--- src/rtl/clk_ctrl_pkg.sv ---
`default_nettype none
// ============================================================================
// Module      : clk_ctrl_pkg
// Description : Shared encodings for the clock-step controller. It holds the
//               mode-select codes, the controller state enum, and the
//               mode-to-state decode.
// Revision    : 1.0 - initial release
// ============================================================================
package clk_ctrl_pkg;

    localparam logic [1:0] MODE_HALT = 2'b00;
    localparam logic [1:0] MODE_RUN  = 2'b01;
    localparam logic [1:0] MODE_STEP = 2'b10;

    typedef enum logic [1:0] {
        S_HALT = 2'b00,
        S_RUN  = 2'b01,
        S_STEP = 2'b10
    } clk_state_t;

    // Mode 2'b11 is reserved. It parks the controller in HALT so that a
    // glitching selector never produces ticks.
    function automatic clk_state_t mode_to_state(input logic [1:0] mode);
        clk_state_t st;
        st = S_HALT;
        case (mode)
            MODE_RUN:  st = S_RUN;
            MODE_STEP: st = S_STEP;
            default:   st = S_HALT;
        endcase
        return st;
    endfunction

endpackage
`default_nettype wire

--- src/rtl/rise_detect.sv ---
`default_nettype none
// ============================================================================
// Module      : rise_detect
// Description : 1-bit rising-edge detector with a registered output pulse.
//               Ports: clk_100Mhz (clock), rst_n (async active-low reset),
//               sig_in (level input), rise (one-cycle pulse, registered).
// Revision    : 1.0 - initial release
// ============================================================================
module rise_detect (
    input  logic clk_100Mhz,
    input  logic rst_n,
    input  logic sig_in,
    output logic rise
);

    logic r_sig_q;
    logic r_rise;

    // The pulse is registered, so it appears one cycle after the input is
    // first sampled high. A consumer that also registers its response sees
    // the effect two cycles after the press.
    always_ff @(posedge clk_100Mhz or negedge rst_n) begin
        if (!rst_n) begin
            r_sig_q <= 1'b0;
            r_rise  <= 1'b0;
        end else begin
            r_sig_q <= sig_in;
            r_rise  <= sig_in & ~r_sig_q;
        end
    end

    assign rise = r_rise;

endmodule
`default_nettype wire

--- src/rtl/clk_step_ctrl.sv ---
`default_nettype none
// ============================================================================
// Module      : clk_step_ctrl
// Description : Runtime-programmable clock-enable generator for the CPU
//               driver layer. It supports three modes: free-running divide,
//               halt, and single step from a debounced button.
//               Ports:
//                 clk_100Mhz - board clock
//                 rst_n      - async active-low reset
//                 div_value  - new divisor, taken when div_load is high
//                 div_load   - one-cycle divisor load strobe
//                 mode       - 00 HALT, 01 RUN, 10 STEP, 11 HALT
//                 step_req   - debounced step button level
//                 tick       - registered one-cycle enable
//                 clk_slow   - registered, toggles on every tick
//                 running    - registered, high while in RUN
// Revision    : 1.0 - initial release
// ============================================================================
module clk_step_ctrl
    import clk_ctrl_pkg::*;
#(
    parameter int          CNT_W       = 27,
    parameter int unsigned DEFAULT_DIV = 100_000_000
) (
    input  logic             clk_100Mhz,
    input  logic             rst_n,
    input  logic [CNT_W-1:0] div_value,
    input  logic             div_load,
    input  logic [1:0]       mode,
    input  logic             step_req,
    output logic             tick,
    output logic             clk_slow,
    output logic             running
);

    localparam logic [CNT_W-1:0] c_default_div = CNT_W'(DEFAULT_DIV);
    localparam logic [CNT_W-1:0] c_one         = CNT_W'(1);

    clk_state_t       r_state;
    clk_state_t       w_next_state;
    logic [CNT_W-1:0] r_count;
    logic [CNT_W-1:0] w_count_next;
    logic [CNT_W-1:0] r_div;
    logic [CNT_W-1:0] w_div_eff;
    logic             w_tc;
    logic             w_step_rise;
    logic             w_tick_set;
    logic             r_tick;
    logic             r_slow;
    logic             r_running;

    rise_detect u_step_rise (
        .clk_100Mhz (clk_100Mhz),
        .rst_n      (rst_n),
        .sig_in     (step_req),
        .rise       (w_step_rise)
    );

    // State register
    always_ff @(posedge clk_100Mhz or negedge rst_n) begin
        if (!rst_n) begin
            r_state <= S_HALT;
        end else begin
            r_state <= w_next_state;
        end
    end

    // Next-state decode, terminal count, tick request and counter update.
    always_comb begin
        w_next_state = S_HALT;
        w_div_eff    = r_div;
        w_tc         = 1'b0;
        w_tick_set   = 1'b0;
        w_count_next = r_count + c_one;

        w_next_state = mode_to_state(mode);

        // A divisor of 0 behaves like 1, which gives a tick every cycle.
        if (r_div == '0) begin
            w_div_eff = c_one;
        end

        w_tc = (r_count == (w_div_eff - c_one));

        // The decision uses the current state, so a terminal count on the
        // cycle that leaves RUN still fires. A step edge fires only if the
        // controller is already in STEP. Edges seen in other states are
        // dropped, because the rise pulse lasts only one cycle.
        case (r_state)
            S_RUN:   w_tick_set = w_tc;
            S_STEP:  w_tick_set = w_step_rise;
            default: w_tick_set = 1'b0;
        endcase

        // The period restarts on any state change, on any divisor load,
        // and at the wrap. Outside RUN the counter is held at zero.
        if ((r_state != S_RUN) || (w_next_state != r_state) || div_load || w_tc) begin
            w_count_next = '0;
        end
    end

    // Datapath and output registers
    always_ff @(posedge clk_100Mhz or negedge rst_n) begin
        if (!rst_n) begin
            r_count   <= '0;
            r_div     <= c_default_div;
            r_tick    <= 1'b0;
            r_slow    <= 1'b0;
            r_running <= 1'b0;
        end else begin
            r_count   <= w_count_next;
            if (div_load) begin
                r_div <= div_value;
            end
            r_tick    <= w_tick_set;
            r_slow    <= r_slow ^ w_tick_set;
            r_running <= (w_next_state == S_RUN);
        end
    end

    assign tick     = r_tick;
    assign clk_slow = r_slow;
    assign running  = r_running;

endmodule
`default_nettype wire
--- config.mk ---
export PLATFORM = sky130hd
export DESIGN_NAME = clk_step_ctrl
export DESIGN_NICKNAME = d
export VERILOG_FILES = /design/src/rtl/clk_ctrl_pkg.sv /design/src/rtl/rise_detect.sv /design/src/rtl/clk_step_ctrl.sv
export SDC_FILE = /design/constraint.sdc
export NUM_CORES = 1
export LEC_CHECK = 0
export CORE_UTILIZATION = 52
export CTS_CLUSTER_DIAMETER = 60
export CTS_CLUSTER_SIZE = 25
export DETAILED_ROUTE_END_ITERATION = 6
export PLACE_DENSITY_LB_ADDON = 0.12
export SLEW_MARGIN = 0
export SYNTH_ARGS = -nofsm -noshare
export SYNTH_HDL_FRONTEND = slang
export SYNTH_SLANG_ARGS = --single-unit
--- constraint.sdc ---
create_clock -name clk_100Mhz -period 4 [get_ports clk_100Mhz]
set_input_delay 1.2 -clock clk_100Mhz [delete_from_list [all_inputs] [get_ports clk_100Mhz]]
set_output_delay 1.2 -clock clk_100Mhz [all_outputs]
set_load 0.01 [all_outputs]
==> impl_metrics.json, run 1 <==
{
  "ys_warn_count": 0,
  "slew_viol_final": 0,
  "gp_congestion": 1.03,
  "cts_setup_buffers": 0,
  "hold_depth": 1,
  "track_usage_pct": 27.0,
  "layout.nets": 480,
  "num_vias": 3271,
  "drtIter0Drc": 174,
  "cpMostUsedCell": "or4_4",
  "grt_pass1_wl_microns": 15400,
  "slowest_delay_ns": 0.54,
  "die-area_sq_mm": 0.00756,
  "cp_cell_sequence": "or4_4 -> or4_4 -> nor3_4 -> nor2_2 -> ha_1 -> xnor2_1 -> a221oi_1 -> o211a_1 -> o2111ai_1 -> or4_1 -> or4_4 -> nand4b_4 -> buf_12 -> nor2_1",
  "syn_nets": 425,
  "multiInputGateArea_sq_mm": 0.00213,
  "start_kind": "flip-flop",
  "arrival_ns": 4.19,
  "synth_cells": 388,
  "initial_utilization_pct": 54.6,
  "num_antenna_cells": 0,
  "core-area_sq_mm": 0.00687,
  "async_flop_share_pct": 100,
  "grt_max_degree": 49,
  "final_util_pct": 67.1,
  "min_path_type": "flip-flop to flip-flop",
  "cts.clk_slew.worst_paths_ns": 0.07,
  "rsz0062_at_grt": "yes",
  "postRouteAntennaNets": 0,
  "rows": 30,
  "grt_pass1_vias": 3149,
  "drt_first_pass_iters": 5,
  "drc_errors": 0,
  "area_growth_pct": 22.8,
  "dieHeight_microns": 87.0,
  "worst-path-buf-inv": 1,
  "syn_area_per_cell_sq_um": 9.67,
  "drv_cap": 0,
  "final_cells": 544,
  "total_power_w": 0.00161,
  "synth_ff_type": "dfrtp_1",
  "clock_latency_ns": 0.35,
  "finalClockSkew_ns": 0.00712,
  "reg2reg_depth": 14,
  "max_slew.worst_pin.slew_ns": 1.06,
  "synth_cell_types": 55,
  "ys_ff_latch": 60,
  "register_area_sq_mm": 0.00152,
  "die_w_microns": 87.0,
  "hold_viol_final": 0,
  "period_share_pct": 98.9,
  "synth_top_area_share_pct": 32.0,
  "end_kind": "flip-flop",
  "clockBufferDepth": 2,
  "ys_seq_area_share_pct": 40.4,
  "max_freq_ghz": 0.253,
  "synth_area_sq_mm": 0.00375,
  "synth.area.top_cells": "dfrtp_1 (32%), dfstp_2 (8.4%), mux2_2 (8.1%)",
  "worst-setup-path-type": "flip-flop to flip-flop",
  "layout_setup_ws_ns": 0.0454,
  "hpwl_microns": 6820,
  "dp_cells": 528,
  "cp.depth": 14,
  "routed_wl_microns": 9170,
  "period_minus_slack_ns": 3.95,
  "fillers": 558,
  "cts_sinks": 60,
  "drive_gt1_share_pct": 21.2,
  "numCtsBuffers": 9,
  "io_pins": 36,
  "slew_headroom_pct": 29.4,
  "crit_path_max_fanout": 27,
  "yosysTopAreaCell": "dfrtp_1",
  "vdd_drop_max_mv": 0.321,
  "cts.htree.levels": 3,
  "critPathSlowestCell": "or4_4",
  "overflow": 0,
  "p_per_area_mw_per_mm2": 349,
  "synth-edff-count": 0,
  "place_ws_ns": 0.0766,
  "status": "finished, final reports clean",
  "leakage_nw": 1.81,
  "vias_per_cell": 6.01,
  "cts.root.buffer_cell": "clkbuf_8",
  "path_delay_family": "simple AND/OR/NAND/NOR gates",
  "portBuffers": 35,
  "cts_tree": "done",
  "wl_per_cell_microns": 16.8,
  "required_ns": 4.23,
  "setup_viol": 0,
  "antenna_found_initial": 0
}
==> cell type report <==
type | instances | area share, %
inverters | 8 | 0.651
flip-flops and latches | 60 | 32.9
clock inverters | 7 | 2.69
repair buffers | 62 | 12.2
clock buffers | 9 | 2.69
well taps | 96 | 2.61
multi-input cells | 302 | 46.3
==> metrics by stage <==
stage	TNS [ns]	hold slack [ns]	cell area [sq um]
6_report	0	0.399	4610
5_1_grt	-2.06	0.424	4610
4_1_cts	0	0.404	4610
3_5_place_dp	0	0.394	4360
3_3_place_gp	0	0.388	4360
2_1_floorplan	0	0.378	3780
==> cells in the final DEF (no fill, tap or decap), types with 3 or more instances in the layout <==
cell type         n
and4_1            3
a21oi_1           8
mux2_2           27
o21ai_0           8
xor2_1           28
clkdlybuf4s50_1  34
nand3_1          17
o21a_1            3
o31ai_1           4
bufinv_16         3
and3_1            9
or3_1             7
o211ai_1          8
clkbuf_8          9
buf_4            26
xnor2_1          23
or4_1             5
dfrtp_1          48
nand4_1           8
nor2b_1           8
nor2_1           51
dfstp_2          12
or4_4             3
nand2_1          19
inv_1             8
nand2b_1          4
nor3_1            6
nor3b_1           3
ha_1              4
nor4_1            9
==> path summary, 6_finish.rpt <==
check / startpoint / endpoint / slack [ns]
worst max register to register: r_div[6] / r_count[10] / 0.05
worst min register to register: u_step_rise.r_sig_q / u_step_rise.rise / 0.40
worst max-delay path: r_div[6] / r_count[10] / 0.05
min in group asynchronous: rst_n / u_step_rise.rise / 1.04
worst min-delay path: u_step_rise.r_sig_q / u_step_rise.rise / 0.40
max in group asynchronous: rst_n / r_count[10] / 2.17
==> where the power goes <==
| part | leakage, nW | internal [W] | switching [W] | total (W) |
|---|---|---|---|---|
| Combinational | 0.939 | 0.000125 | 0.000118 | 0.000243 |
| Sequential | 0.752 | 0.000646 | 0.0000355 | 0.000682 |
| Clock | 0.120 | 0.000418 | 0.000264 | 0.000682 |
==> kinds of logic (layout without fill, tap and decap cells) <==
logic type	after synthesis	in the layout	synth area share (%)
simple gates	168	168	24.8
flops	60	60	40.4
compound gates	51	51	10.0
xor+xnor	51	51	11.9
mux	28	28	8.37
buf+inv	26	86	3.23
fa+ha+maj	4	4	1.33
==> worst register-to-register path, delay by kind of cell, from the launching register on <==
kind                       cells  cell delay (ns)
DFF                            1             0.38
AOI/OAI and AO/OA              3             0.50
buffers and inverters          1             0.18
adders and majority gates      1             0.28
and+or+nand+nor                8             2.38
xor gates and xnor gates       1             0.12
==> registers in the layout, indices dropped and copies added (netlist names) <==
name                 flops
r_count                 27
u_step_rise.rise         1
u_step_rise.r_sig_q      1
r_div                   27
r_state                  2
tick                     1
clk_slow                 1
==> synthesized netlist by cell type, types with 2 or more instances <==
cell / number
o21ai_0: 8
buf_1: 2
a221oi_1: 2
or4_4: 3
ha_1: 4
nand2_1: 19
a2111oi_0: 2
a21oi_1: 8
xnor2_1: 23
o2111ai_1: 2
clkbuf_1: 12
nor4_1: 9
o22ai_1: 2
and4_1: 3
o211ai_1: 8
xor2_1: 28
a31oi_1: 2
dfstp_2: 12
inv_1: 8
dfrtp_1: 48
nand2b_1: 4
nand3_1: 17
or2_2: 2
o21a_1: 3
buf_6: 3
or3_1: 8
mux2_2: 27
or4_1: 5
o32ai_1: 2
nor2_1: 52
o31ai_1: 4
nor3_1: 7
nand3b_1: 2
nand4_1: 8
and2_1: 2
and3_1: 9
nor2b_1: 8
nor3b_1: 3
==> what timing repair did <==
action	in CTS	in global routing
hold buffers	0	0
gates resized for setup	0	1
endpoints found under the setup margin	0	27
==> layer usage <==
layer,wire (microns),global-route usage (%),up-vias
met1,4100,35.9,1624
met5,0,0,-
li1,-,-,1507
met4,222,11.8,0
met2,4330,43.1,117
met3,515,4.83,23
Note: power is estimated with default switching activity, not from simulation.
==> run 2, diff against run 1 <==
--- a/config.mk
+++ b/config.mk
@@ -16 +16,2 @@
 export SYNTH_SLANG_ARGS = --single-unit
+export TNS_END_PERCENT = 20
--- a/constraint.sdc
+++ b/constraint.sdc
@@ -3,2 +3,2 @@
 set_output_delay 1.2 -clock clk_100Mhz [all_outputs]
-set_load 0.01 [all_outputs]
+set_load 0.05 [all_outputs]
==> impl_metrics.json, run 2 (synthesis gave the netlist of run 1 again) <==
{
  "status": "finished, final reports clean",
  "clkPwrFrac_pct": 42.4,
  "area_growth_pct": 22.8,
  "p_comb_share_pct": 15.3,
  "num_vias": 3260,
  "wl_met2_microns": 4390,
  "place_ws_ns": 0.0766,
  "grt_pass1_wl_microns": 15400,
  "postRouteAntennaNets": 0,
  "slew_headroom_pct": 29.4,
  "wl_met3_microns": 501,
  "slew_viol_final": 0,
  "grt_pass1_vias": 3149,
  "numCtsBuffers": 9,
  "dieHeight_microns": 87.0,
  "cts_tree": "done",
  "vias_per_cell": 5.99,
  "final_common_cell": "nor2_1",
  "hold_viol_final": 0,
  "period_minus_slack_ns": 3.96,
  "gp_congestion": 1.03,
  "leakage_nw": 1.81,
  "drtIter0Drc": 253,
  "drive_gt1_share_pct": 21.2,
  "arrival_ns": 4.19,
  "cts_sinks": 60,
  "initial_utilization_pct": 54.6,
  "min_path_type": "flip-flop to flip-flop",
  "drv_cap": 0,
  "mostFrequentLayoutCells": "nor2_1 (51), dfrtp_1 (48), clkdlybuf4s50_1 (34), xor2_1 (28), mux2_2 (27)",
  "cts_setup_buffers": 0,
  "overflow": 0,
  "die-area_sq_mm": 0.00756,
  "layout_setup_ws_ns": 0.0416,
  "clockBufferDepth": 2,
  "grt_max_degree": 49,
  "post_dp_cell_area_sq_mm": 0.00436,
  "period_share_pct": 99.0,
  "final_util_pct": 67.1,
  "wl_per_cell_microns": 17.0,
  "register_area_sq_mm": 0.00152,
  "layout.nets": 480,
  "fillers": 558,
  "max_slew.worst_pin.slew_ns": 1.06,
  "worst-setup-path-type": "flip-flop to flip-flop",
  "fin_tns_setup_ns": 0,
  "num_antenna_cells": 0,
  "cts.htree.levels": 3,
  "cts.root.buffer_cell": "clkbuf_8",
  "power_switching_share_pct": 26.1,
  "setup_viol": 0,
  "drc_errors": 0,
  "die_w_microns": 87.0,
  "rows": 30,
  "postCtsHoldBufs": 0,
  "track_usage_pct": 27.0,
  "hpwl_microns": 6820,
  "rsz0062_at_grt": "yes",
  "max_freq_ghz": 0.253,
  "reg_top3": "r_count (27), r_div (27), r_state (2)",
  "vdd_drop_max_mv": 0.321,
  "p_int_w": 0.00119,
  "finalClockSkew_ns": 0.00702,
  "clock_latency_ns": 0.35,
  "cts.clk_slew.worst_paths_ns": 0.07,
  "drt_first_pass_iters": 5,
  "start_kind": "flip-flop",
  "p_per_area_mw_per_mm2": 349,
  "top_layer": "met4",
  "routed_wl_microns": 9230,
  "multiInputGateArea_sq_mm": 0.00213,
  "met1_length_microns": 4120,
  "antenna_found_initial": 0,
  "fin_area_sq_mm": 0.00461,
  "crit_path_max_fanout": 27,
  "end_kind": "flip-flop",
  "p_sw_w": 0.000420,
  "core-area_sq_mm": 0.00687,
  "required_ns": 4.23,
  "io_pins": 36,
  "p_seq_share_pct": 42.4,
  "portBuffers": 35
}
-- run 2: cell counts in the layout (fill, tap and decap cells not counted) --
Identical to the previous run, type by type.
-- run 2: layout make-up --
| type | instances | share of cell area (%) |
|---|---|---|
| multi-input cells | 302 | 46.3 |
| clock inverters | 7 | 2.69 |
| well taps | 96 | 2.61 |
| flip-flops and latches | 60 | 32.9 |
| clock buffers | 9 | 2.69 |
| inverters | 8 | 0.651 |
| repair buffers | 62 | 12.2 |
-- run 2: timing repair --
| action | CTS | global route |
|---|---|---|
| endpoints found under the setup margin | 0 | 27 |
| gates resized for setup | 0 | 1 |
| endpoints found under the hold margin | 0 | 0 |
-- run 2: layer usage --
metal | up-vias | global-route usage [%]
met2 | 108 | 43.1
li1 | 1507 | -
met3 | 24 | 4.83
met1 | 1621 | 35.9
met5 | - | 0
met4 | 0 | 11.8
-- run 2: power by group through the flow --
stage | logic, W | registers, W | clock network [W]
2_1_floorplan | 0.000141 | 0.000688 | 0
6_report | 0.000246 | 0.000682 | 0.000682
3_5_place_dp | 0.000244 | 0.000693 | 0
3_3_place_gp | 0.000240 | 0.000691 | 0
5_1_grt | 0.000270 | 0.000687 | 0.000723
4_1_cts | 0.000245 | 0.000682 | 0.000695
-- run 2: stage by stage --
step	hold slack (ns)	instances	total power (W)
finish	0.399	544	0.00161
global route	0.424	544	0.00168
CTS	0.404	544	0.00162
detailed placement	0.394	528	0.000937
global placement	0.388	528	0.000931
floorplan	0.378	388	0.000829
-- run 2: critical path, cell delays in order (launching register included) --
cell and delay [ns]:
dfrtp_1 0.38, or4_4 0.54, or4_4 0.52, nor3_4 0.17
nor2_2 0.06, ha_1 0.28, xnor2_1 0.13, a221oi_1 0.21
o211a_1 0.19, o2111ai_1 0.10, or4_1 0.41, or4_4 0.47
nand4b_4 0.12, buf_12 0.18, nor2_1 0.08
-- run 2: final timing paths --
kind / depth (start not counted) / to / startpoint / slack [ns]
hold reg to reg: 1 / u_step_rise.rise / u_step_rise.r_sig_q / 0.40
min in group asynchronous: 1 / u_step_rise.rise / rst_n / 1.04
setup / recovery: 14 / r_count[10] / r_div[6] / 0.04
hold / removal: 1 / u_step_rise.rise / u_step_rise.r_sig_q / 0.40
max in group asynchronous: 2 / r_count[10] / rst_n / 2.17
setup reg to reg: 14 / r_count[10] / r_div[6] / 0.04
==> run 3, diff against run 2 <==
- CORE_UTILIZATION: 52 -> 58
- DONT_BUFFER_PORTS: default -> 1
==> impl_metrics.json, run 3 (synthesis gave the netlist of run 1 again) <==
{
  "period_minus_slack_ns": 3.89,
  "num_antenna_cells": 0,
  "grt_pass1_wl_microns": 14900,
  "core-area_sq_mm": 0.00610,
  "status": "finished, final reports clean",
  "vias_per_cell": 6.45,
  "drv_cap": 0,
  "total_power_w": 0.00156,
  "place_ws_ns": 0.0759,
  "io_pins": 36,
  "initial_utilization_pct": 61.6,
  "drive_gt1_share_pct": 22.8,
  "postRouteAntennaNets": 0,
  "area_growth_pct": 13.0,
  "cts.clk_slew.worst_paths_ns": 0.07,
  "wl_per_cell_microns": 19.2,
  "cts.root.buffer_cell": "clkbuf_8",
  "period_share_pct": 97.2,
  "p_per_area_mw_per_mm2": 367,
  "slew_viol_final": 0,
  "final_util_pct": 69.6,
  "max_freq_ghz": 0.257,
  "setup_viol": 0,
  "rsz0062_at_grt": "yes",
  "min_path_type": "flip-flop to flip-flop",
  "whs_ns": 0.428,
  "grt_max_degree": 61,
  "clock_latency_ns": 0.36,
  "track_usage_pct": 30.7,
  "num_vias": 3143,
  "clockBufferDepth": 2,
  "dieHeight_microns": 82.4,
  "hpwl_microns": 6700,
  "antenna_found_initial": 0,
  "cts_sinks": 60,
  "vdd_drop_max_mv": 0.269,
  "arrival_ns": 4.12,
  "slew_headroom_pct": 51.4,
  "crit_path_max_fanout": 17,
  "layout_setup_ws_ns": 0.110,
  "fin_tns_setup_ns": 0,
  "final_common_cell": "nor2_1",
  "grt_pass1_vias": 2998,
  "finalClockSkew_ns": 0.00692,
  "cts.htree.levels": 3,
  "worst-setup-path-type": "flip-flop to flip-flop",
  "end_kind": "flip-flop",
  "fillers": 474,
  "drc_errors": 0,
  "die_w_microns": 82.4,
  "rows": 28,
  "numCtsBuffers": 9,
  "required_ns": 4.23,
  "die-area_sq_mm": 0.00680,
  "layout.nets": 444,
  "drt_first_pass_iters": 5,
  "portBuffers": 0,
  "mostFrequentLayoutCells": "nor2_1 (52), dfrtp_1 (48), xor2_1 (28), mux2_2 (27), buf_4 (24)",
  "reg_top3": "r_count (27), r_div (27), r_state (2)",
  "hold_viol_final": 0,
  "routed_wl_microns": 9340,
  "drtIter0Drc": 430,
  "gp_congestion": 0.956,
  "max_slew.worst_pin.slew_ns": 0.723,
  "start_kind": "flip-flop",
  "overflow": 0,
  "cts_tree": "done",
  "leakage_nw": 1.67
}
==> run 3: cell types whose count changed in the layout (fill, tap and decap cells not counted), sizes merged <==
| cell | before | now |
|---|---|---|
| buf | 28 | 26 |
| clkdlybuf4s50 | 34 | 0 |
| clkinvlp | 1 | 2 |
| inv | 9 | 8 |
==> run 3: worst max-delay path, cell delays in order, from the launching register on <==
cell       delay (ns)
dfrtp_1          0.39
or4_4            0.55
or4_4            0.52
nor3_4           0.14
nor2_1           0.07
ha_2             0.32
xnor2_1          0.08
a221oi_2         0.18
o211a_1          0.19
o2111ai_1        0.09
or4_1            0.41
or4_4            0.46
nand4b_4         0.14
buf_12           0.16
nor2_1           0.05
==> run 3: per-layer routing <==
layer | vias to the layer above | wire (microns) | global-route usage (%)
li1 | 1441 | - | -
met1 | 1541 | 3970 | 40.5
met2 | 136 | 4460 | 47.3
met3 | 25 | 663 | 7.91
met4 | 0 | 254 | 14.4
met5 | - | 0 | 0
==> run 3: area by class of cell <==
type	instances	area (sq um)	area share, %
repair buffers	26	220	5.19
clock buffers	9	124	2.92
well taps	75	93.8	2.21
multi-input cells	302	2140	50.5
inverters	8	30.0	0.708
clock inverters	7	115	2.71
flip-flops and latches	60	1520	35.8
==> run 3: power by group <==
part	internal [W]	switching, W
Clock	0.000411	0.000260
Sequential	0.000647	0.0000361
Combinational	0.0000981	0.000104
Total	0.00116	0.000400
==> run 3: what timing repair did <==
| action | in CTS | in global routing |
|---|---|---|
| setup endpoints to repair | 0 | 28 |
| resized for setup | 0 | 3 |
| setup buffers | 0 | 1 |
| endpoints found under the hold margin | 0 | 0 |
| hold buffers | 0 | 0 |
==> run 3: final timing paths <==
check	slack, ns	end	depth (start not counted)	startpoint
setup / recovery	0.11	r_count[0]	14	r_div[6]
setup reg to reg	0.11	r_count[0]	14	r_div[6]
min in group asynchronous	0.53	r_state[0]	0	rst_n
max in group asynchronous	3.27	r_div[16]	0	rst_n
hold reg to reg	0.43	u_step_rise.rise	1	u_step_rise.r_sig_q
hold / removal	0.43	u_step_rise.rise	1	u_step_rise.r_sig_q
==> run 3: metrics by stage <==
| step | cells | instance area (sq um) |
|---|---|---|
| 6_report | 487 | 4240 |
| 5_1_grt | 487 | 4240 |
| 4_1_cts | 486 | 4220 |
| 3_5_place_dp | 470 | 3990 |
| 3_3_place_gp | 470 | 3990 |
| 2_1_floorplan | 388 | 3780 |
